[src/rtl/pdm_capture.sv]
// pdm_capture: counts ones in a 1-bit pulse-density stream over each
// sample_clock period and emits one unsigned PCM word per valid window.
//
// Output handshake: pcm_valid is a one-cycle strobe with no ready/backpressure.
// pcm is stable from the strobe cycle until the next strobe or reset. err is an
// independent one-cycle strobe. locked is a level that is high while in RUN.
module pdm_capture #(
  parameter int BITDEPTH        = 14,
  parameter int SAMPLECLOCK_DIV = 8
) (
  input  logic                clk,
  input  logic                rst_n,
  input  logic                sample_clock,
  input  logic                din,
  output logic [BITDEPTH-1:0] pcm,
  output logic                pcm_valid,
  output logic                locked,
  output logic                err
);

  localparam int CW    = SAMPLECLOCK_DIV + 1;
  localparam int SHIFT = BITDEPTH - SAMPLECLOCK_DIV;

  // N, N-1, 2N-1 (saturation value) and 2N-2 (last cycle before saturation)
  localparam logic [CW-1:0] N_VAL  = CW'(1) << SAMPLECLOCK_DIV;
  localparam logic [CW-1:0] N_M1   = N_VAL - CW'(1);
  localparam logic [CW-1:0] SAT    = {CW{1'b1}};
  localparam logic [CW-1:0] TO_PRE = SAT - CW'(1);

  typedef enum logic {
    IDLE = 1'b0,
    RUN  = 1'b1
  } state_t;

  logic [1:0]          rst_sync_q;
  logic                rst_ni;
  logic [1:0]          din_sync_q;
  logic                din_s;
  logic                sc_d_q;
  logic                rise;
  logic [CW-1:0]       acc_q, acc_d;
  logic [CW-1:0]       cnt_q, cnt_d;
  logic [CW-1:0]       total;
  logic [BITDEPTH-1:0] scaled;
  state_t              state_q, state_d;
  logic [BITDEPTH-1:0] pcm_q, pcm_d;
  logic                pcm_valid_q, pcm_valid_d;
  logic                locked_q, locked_d;
  logic                err_q, err_d;

  // Reset synchroniser: asserts immediately, releases two clk edges later
  always_ff @(posedge clk or negedge rst_n) begin
    if (!rst_n) rst_sync_q <= 2'b00;
    else        rst_sync_q <= {rst_sync_q[0], 1'b1};
  end

  assign rst_ni = rst_sync_q[1];
  assign din_s  = din_sync_q[1];

  // Edge detect, window total, scaling, counters and FSM next-state
  always_comb begin
    rise   = sample_clock & ~sc_d_q;
    total  = acc_q + CW'(din_s);
    // A full window of ones does not fit after the shift, so clamp to full scale
    if (total == N_VAL) scaled = {BITDEPTH{1'b1}};
    else                scaled = BITDEPTH'(total) << SHIFT;

    // The partial window before arming is discarded, so acc stays at 0 in IDLE
    acc_d = (rise || state_q == IDLE) ? '0 : total;

    if (rise)             cnt_d = '0;
    else if (cnt_q == SAT) cnt_d = cnt_q;
    else                  cnt_d = cnt_q + CW'(1);

    state_d     = state_q;
    pcm_d       = pcm_q;
    pcm_valid_d = 1'b0;
    err_d       = 1'b0;
    case (state_q)
      IDLE: begin
        if (rise) state_d = RUN;
      end
      RUN: begin
        if (rise) begin
          // A rise always wins over a simultaneous timeout: a single period error
          if (cnt_q == N_M1) begin
            pcm_d       = scaled;
            pcm_valid_d = 1'b1;
          end else begin
            err_d = 1'b1;
          end
        end else if (cnt_q == TO_PRE) begin
          // cnt saturates this cycle without an edge: the sample clock is lost
          err_d   = 1'b1;
          state_d = IDLE;
        end
      end
      default: state_d = IDLE;
    endcase
    locked_d = (state_d == RUN);
  end

  // All datapath and FSM registers
  always_ff @(posedge clk or negedge rst_ni) begin
    if (!rst_ni) begin
      din_sync_q  <= 2'b00;
      sc_d_q      <= 1'b1;
      acc_q       <= '0;
      cnt_q       <= '0;
      state_q     <= IDLE;
      pcm_q       <= '0;
      pcm_valid_q <= 1'b0;
      locked_q    <= 1'b0;
      err_q       <= 1'b0;
    end else begin
      din_sync_q  <= {din_sync_q[0], din};
      sc_d_q      <= sample_clock;
      acc_q       <= acc_d;
      cnt_q       <= cnt_d;
      state_q     <= state_d;
      pcm_q       <= pcm_d;
      pcm_valid_q <= pcm_valid_d;
      locked_q    <= locked_d;
      err_q       <= err_d;
    end
  end

  assign pcm       = pcm_q;
  assign pcm_valid = pcm_valid_q;
  assign locked    = locked_q;
  assign err       = err_q;

endmodule

[config.mk]
export PLATFORM = sky130hd
export DESIGN_NAME = pdm_capture
export DESIGN_NICKNAME = d
export VERILOG_FILES = /design/src/rtl/pdm_capture.sv
export SDC_FILE = /design/constraint.sdc
export NUM_CORES = 1
export LEC_CHECK = 0
export ABC_AREA = 1
export BUFFER_PORTS_ARGS = -buffer_cell sky130_fd_sc_hd__buf_4
export CAP_MARGIN = 0
export CORE_MARGIN = 3
export CORE_UTILIZATION = 35
export CTS_CLUSTER_SIZE = 20
export DETAILED_ROUTE_END_ITERATION = 6
export GPL_ROUTABILITY_DRIVEN = 0
export PLACE_DENSITY = 0.51
export RECOVER_POWER = 100
export SLEW_MARGIN = 15
export SYNTH_ARGS = -nofsm -noshare
export SYNTH_HDL_FRONTEND = slang
export SYNTH_SLANG_ARGS = --single-unit
[constraint.sdc]
create_clock -name clk -period 1.3 [get_ports clk]
set_clock_uncertainty 0.1 [all_clocks]
set_input_delay 0.195 -clock clk [delete_from_list [all_inputs] [get_ports clk]]
set_output_delay 0.195 -clock clk [all_outputs]
set_load 0.005 [all_outputs]
Word-level counts from Yosys, hierarchy flattened

Index checks and enable logic that the tools add are counted.

Register bits: 40
Output and inout port bits: 17
Logic and storage cells: 36

Add/subtract/negate cells: 2
Equality and inequality tests: 5
Multiplexer cells: 15
Bitwise logic cells: 3
Reduce and logical (&&, ||, !) cells: 2

Operators with widths:

| operator              | number |
|---|---|
| $eq A9 B9 Y1 const B  | 3 |
| $mux W9               | 3 |
| $mux W14              | 1 |
| $mux W1               | 10 |
| $add A9 B1 Y9         | 1 |
| $add A9 B1 Y9 const B | 1 |
| $eq A9 B8 Y1 const B  | 1 |
| $reduce_and A3 Y1     | 1 |
| $ne A2 B2 Y1 const B  | 1 |
| $not A1 Y1            | 2 |
| $pmux W1 S2           | 1 |
| $and A1 B1 Y1         | 1 |
| $logic_or A1 B1 Y1    | 1 |

Longest topological paths before layout

Word-level depth: 4
Gate-level depth with buffers: 12
Depth with buffers taken out: 12

Least setup slack after synthesis

OpenSTA, ideal clock, no wires.

Path type: register -> register
From: register cnt_q[4]
To: register pcm_q[10], in the netlist pcm[10]
Library setup time: 0.126 ns
Arrival time: 1.735 ns
Data required time: 1.074 ns
Slack: -0.661 ns
Cell stages (with the launch flop): 12
Buffers on the path: 1
Path through: dfrtp_1 > nand2_1 > nor2_1 > nand2_1 > nor3_1 > ha_1 > nand2_1 > nor2_2 > inv_1 > buf_2 > nor3_1 > a21oi_1

Word-level cells in the longest chain between the ends: 2

RTL lines:

| item                        | line | source |
|---|---|---|
| from (decl)                 | 42   | `logic [CW-1:0] cnt_q, cnt_d;` |
| from (signal assigned)      | 119  | `cnt_q <= cnt_d;` |
| $eq A9 B8 Y1                | 86   | `if (cnt_q == N_M1) begin` |
| $reduce_and A3 Y1 (no line) | --   |  |
| to (signal assigned)        | 121  | `pcm_q <= pcm_d;` |
| to (decl)                   | 46   | `logic [BITDEPTH-1:0] pcm_q, pcm_d;` |

Every way passes these cells.
A chain may end at the register's enable or synchronous reset.

Worst setup path in the final report

From: register cnt_q[0]
To: register pcm_q[8], in the netlist pcm[8]

The elaborated chain is that of the path after synthesis.

==> qor.csv <==
stage;metric;value;unit
outcome;status;finished with violations;
outcome;violated checks;setup timing;
worst_setup_path;CP Max Fanout;4;
synthesis;Yosys top cell by area;dfrtp_1;
worst_setup_path;Critical Path End Type;register;
worst_setup_path;Crit path required time;1.37;ns
worst_setup_path;Register-to-Register Path Depth;9;
final_layout;nets;297;
worst_setup_path;CP max stage cell;dfrtp_1;
synthesis;async set-or-reset flop fraction in the synthesized netlist;100.0;%
synthesis;Distinct cells, synth;24;
final_layout;share of cells above drive strength 1;61.46;%
worst_setup_path;Worst Path Buf+Inv;2;
timing;Tcrit/Tclk final;141.0;%
die;Initial Utilization;37.39;%
timing;worst slew pin tran;0.8508;ns
timing;Tmin final;1.833;ns
die;die height;75.37;um
synthesis;area share of the largest cell type after synthesis;50.52;%
clock_network;register clock-pin slew on the reported worst setup and hold paths;0.07;ns
worst_setup_path;critical path class;reg -> reg;
synthesis;register area share after synthesis;52.08;%
die;die width;75.37;um
timing;fmax;0.5455;GHz
worst_setup_path;Critical R2R Launch;cnt_q[0];
pwr;Pwr Density;1054;nW/um2
drt;Post-route DRC;0;
place;dpl hpwl;2979;um
drt;drt first-iter violations;44;
synthesis;syn_nets;207;
timing;total negative slack;-8.998;ns
drt;vias per inst;4.724;
final_layout;Util after Layout;64.22;%
die;core area;4504;um2
pwr;Total Power;0.003048;W
min_path;Hold Crit Class;in -> async;
synthesis;most common flop cell mapped by yosys;dfrtp_1;
clock_network;buffer depth of the longest clock path;2;
global_route;initial antenna violation count;0;
global_route;grt ovf;0;
worst_setup_path;CP delay by family, top;simple AND/OR/NAND/NOR gates;
worst_setup_path;setup slack, reg-to-reg;-0.53;ns
synthesis;synthesized instance count;197;
worst_setup_path;Startpoint Class;register;
synthesis;synthesized area;1684;um2
final_layout;Area Overhead vs Synth;71.77;%
worst_setup_path;Worst Path Arrival;1.91;ns
synthesis;yosys warns;0;
place;Port Buf Inserts;20;
pwr;Lkg Pwr;1.407;nW
synthesis;Commonest cells post-synth;35 x nand2_1, 34 x dfrtp_1, 30 x inv_1;
synthesis;number of synthesized flops with an enable pin;0;
timing;max-slew violations;0;
die;Std-Cell Rows;24;
synthesis;Synth Area per Inst;8.549;um2
clock_network;# clock sinks;35;
worst_setup_path;crit path cell chain;ha_2 > inv_2 > nor3_4 > ha_2 > nand2_4 > nor2_4 > buf_4 > mux2i_1 > o21ai_1;
worst_setup_path;max incr delay on CP;0.37;ns
timing;Hold Fails Final Rpt;0;
synthesis;Synth area leaders;dfrtp_1 51%, nand2_1 7.8%, inv_1 6.7%;
global_route;overall global routing resource usage;16.77;%
clock_network;number of buffers created by CTS;5;
place;Setup WS pre-CTS;-0.5092;ns
synthesis;most numerous cell in the Yosys netlist;nand2_1;
timing;unrepaired setup endpoints after global routing;true;
die;I/O pin total;21;
worst_setup_path;FF-to-FF End;pcm[8];
drt;drt pass-1 iters;4;
drt;drt total wl;4515;um
clock_network;Worst-Skew Late Latency;0.28;ns
worst_setup_path;most used cell, CP;ha_2;
clock_network;CTS tree;built;
final_layout;n_diodes;0;
drt;antenna-violating nets left;0;
drt;via count;1606;
global_route;number of global-route vias before repair;1676;
timing;final-report setup violation count;26;
timing;hold slack;0.1132;ns
run;max cap viols;0;
timing;final setup margin;-0.5330;ns
synthesis;#FFs+latches synth;35;
drt;drt wl/cell;13.28;um
pwr;worst vdd ir;0.0006037;V
clock_network;H-tree Lvls;2;
die;die area;5680;um2
clock_network;clk root buf;clkbuf_8;
timing;Slew headroom;43.28;%
global_route;first-pass GRT wire length;7307;um
global_route;largest net degree at the start of global routing;34;
how the worst max path moves through the flow:
stage	startpoint	end	slack, ns	cells after the start
CTS	cnt_q[0]	pcm[6]	-0.47	10
finish	cnt_q[0]	pcm[8]	-0.53	9
detailed placement	cnt_q[4]	pcm[6]	-0.51	11
floorplan	cnt_q[4]	pcm[10]	-0.48	11
global route	cnt_q[0]	pcm[8]	-0.61	9
global placement	din_sync_q[1]	pcm[12]	-0.48	10
stage by stage:
step / instances / cell area [um2]
3_3_place_gp: 308 / 2232
6_report: 340 / 2893
4_1_cts: 330 / 2634
2_1_floorplan: 197 / 1715
3_5_place_dp: 308 / 2232
5_1_grt: 340 / 2893
flip-flops by register name, indices dropped and copies added (netlist names):
| name | cells |
|---|---|
| din_sync_q | 2 |
| cnt_q | 9 |
| pcm_valid | 1 |
| locked | 1 |
| rst_sync_q | 2 |
| acc_q | 9 |
| err | 1 |
| pcm | 9 |
| sc_d_q | 1 |
report_power, final:
group	switching [W]	internal [W]
combinational	0.000378	0.000401
clock	0.000398	0.000621
sequential	0.0000793	0.00117
metal layers:
layer	track usage, %	vias to the layer above	share of wire [%]
met4	5.631	0	0.49
met3	3.694	2	2.1
met1	19.23	788	42
met5	0	-	0
li1	-	802	-
met2	30.68	14	55
repair_timing:
item,CTS,global route
pin swaps,19,25
setup buffers,14,9
setup endpoints to repair,30,30
hold endpoints to repair,4,0
gates cloned,0,1
hold buffers,3,0
gates resized for setup,52,61
final cells by class:
| cell class | count | area (um2) |
|---|---|---|
| multi-input combinational | 127 | 1006 |
| clock buffer | 6 | 82.58 |
| inverter | 30 | 117.6 |
| timing repair buffer | 88 | 708.2 |
| fill | 351 | 1612 |
| sequential | 35 | 878.3 |
| clock inverter | 2 | 35.03 |
| tap | 52 | 65.06 |
cells by family (layout without fill, tap and decap cells):
| logic type | after synthesis | in the layout | share of synthesized area, % |
|---|---|---|---|
| DFF | 35 | 35 | 52.08 |
| buffers and inverters | 36 | 126 | 9.213 |
| AOI/OAI and AO/OA | 32 | 32 | 10.25 |
| and+or+nand+nor | 86 | 87 | 23.18 |
| other | 1 | 1 | 0.2227 |
| muxes | 1 | 1 | 0.5944 |
| adders and majority gates | 6 | 6 | 4.458 |
worst register-to-register path: stages, from the launching register on:
cell and delay, ns:
dfrtp_1 0.37, ha_2 0.18, inv_2 0.05, nor3_4 0.19
ha_2 0.22, nand2_4 0.06, nor2_4 0.18, buf_4 0.14
mux2i_1 0.16, o21ai_1 0.07
cells in the final DEF (no fill, tap or decap), types with 3 or more instances in the layout:
| master | synthesis | routed |
|---|---|---|
| inv_1 | 30 | 18 |
| o21ai_1 | 2 | 7 |
| nand2_2 | 2 | 11 |
| ha_4 | 0 | 3 |
| buf_6 | 0 | 14 |
| nand2_4 | 0 | 6 |
| or2_2 | 6 | 4 |
| nand2_1 | 35 | 20 |
| inv_2 | 0 | 10 |
| o21ai_2 | 0 | 3 |
| nand3_1 | 8 | 3 |
| a21oi_1 | 17 | 8 |
| clkbuf_8 | 0 | 6 |
| nor2_4 | 2 | 13 |
| buf_4 | 5 | 49 |
| nor2_2 | 4 | 6 |
| a21oi_2 | 0 | 9 |
| nor2_1 | 22 | 9 |
| nand3_2 | 0 | 4 |
| dfrtp_1 | 34 | 33 |
| clkbuf_4 | 0 | 18 |
| dlygate4sd3_1 | 0 | 3 |
Note: power is estimated with default switching activity, not from simulation.
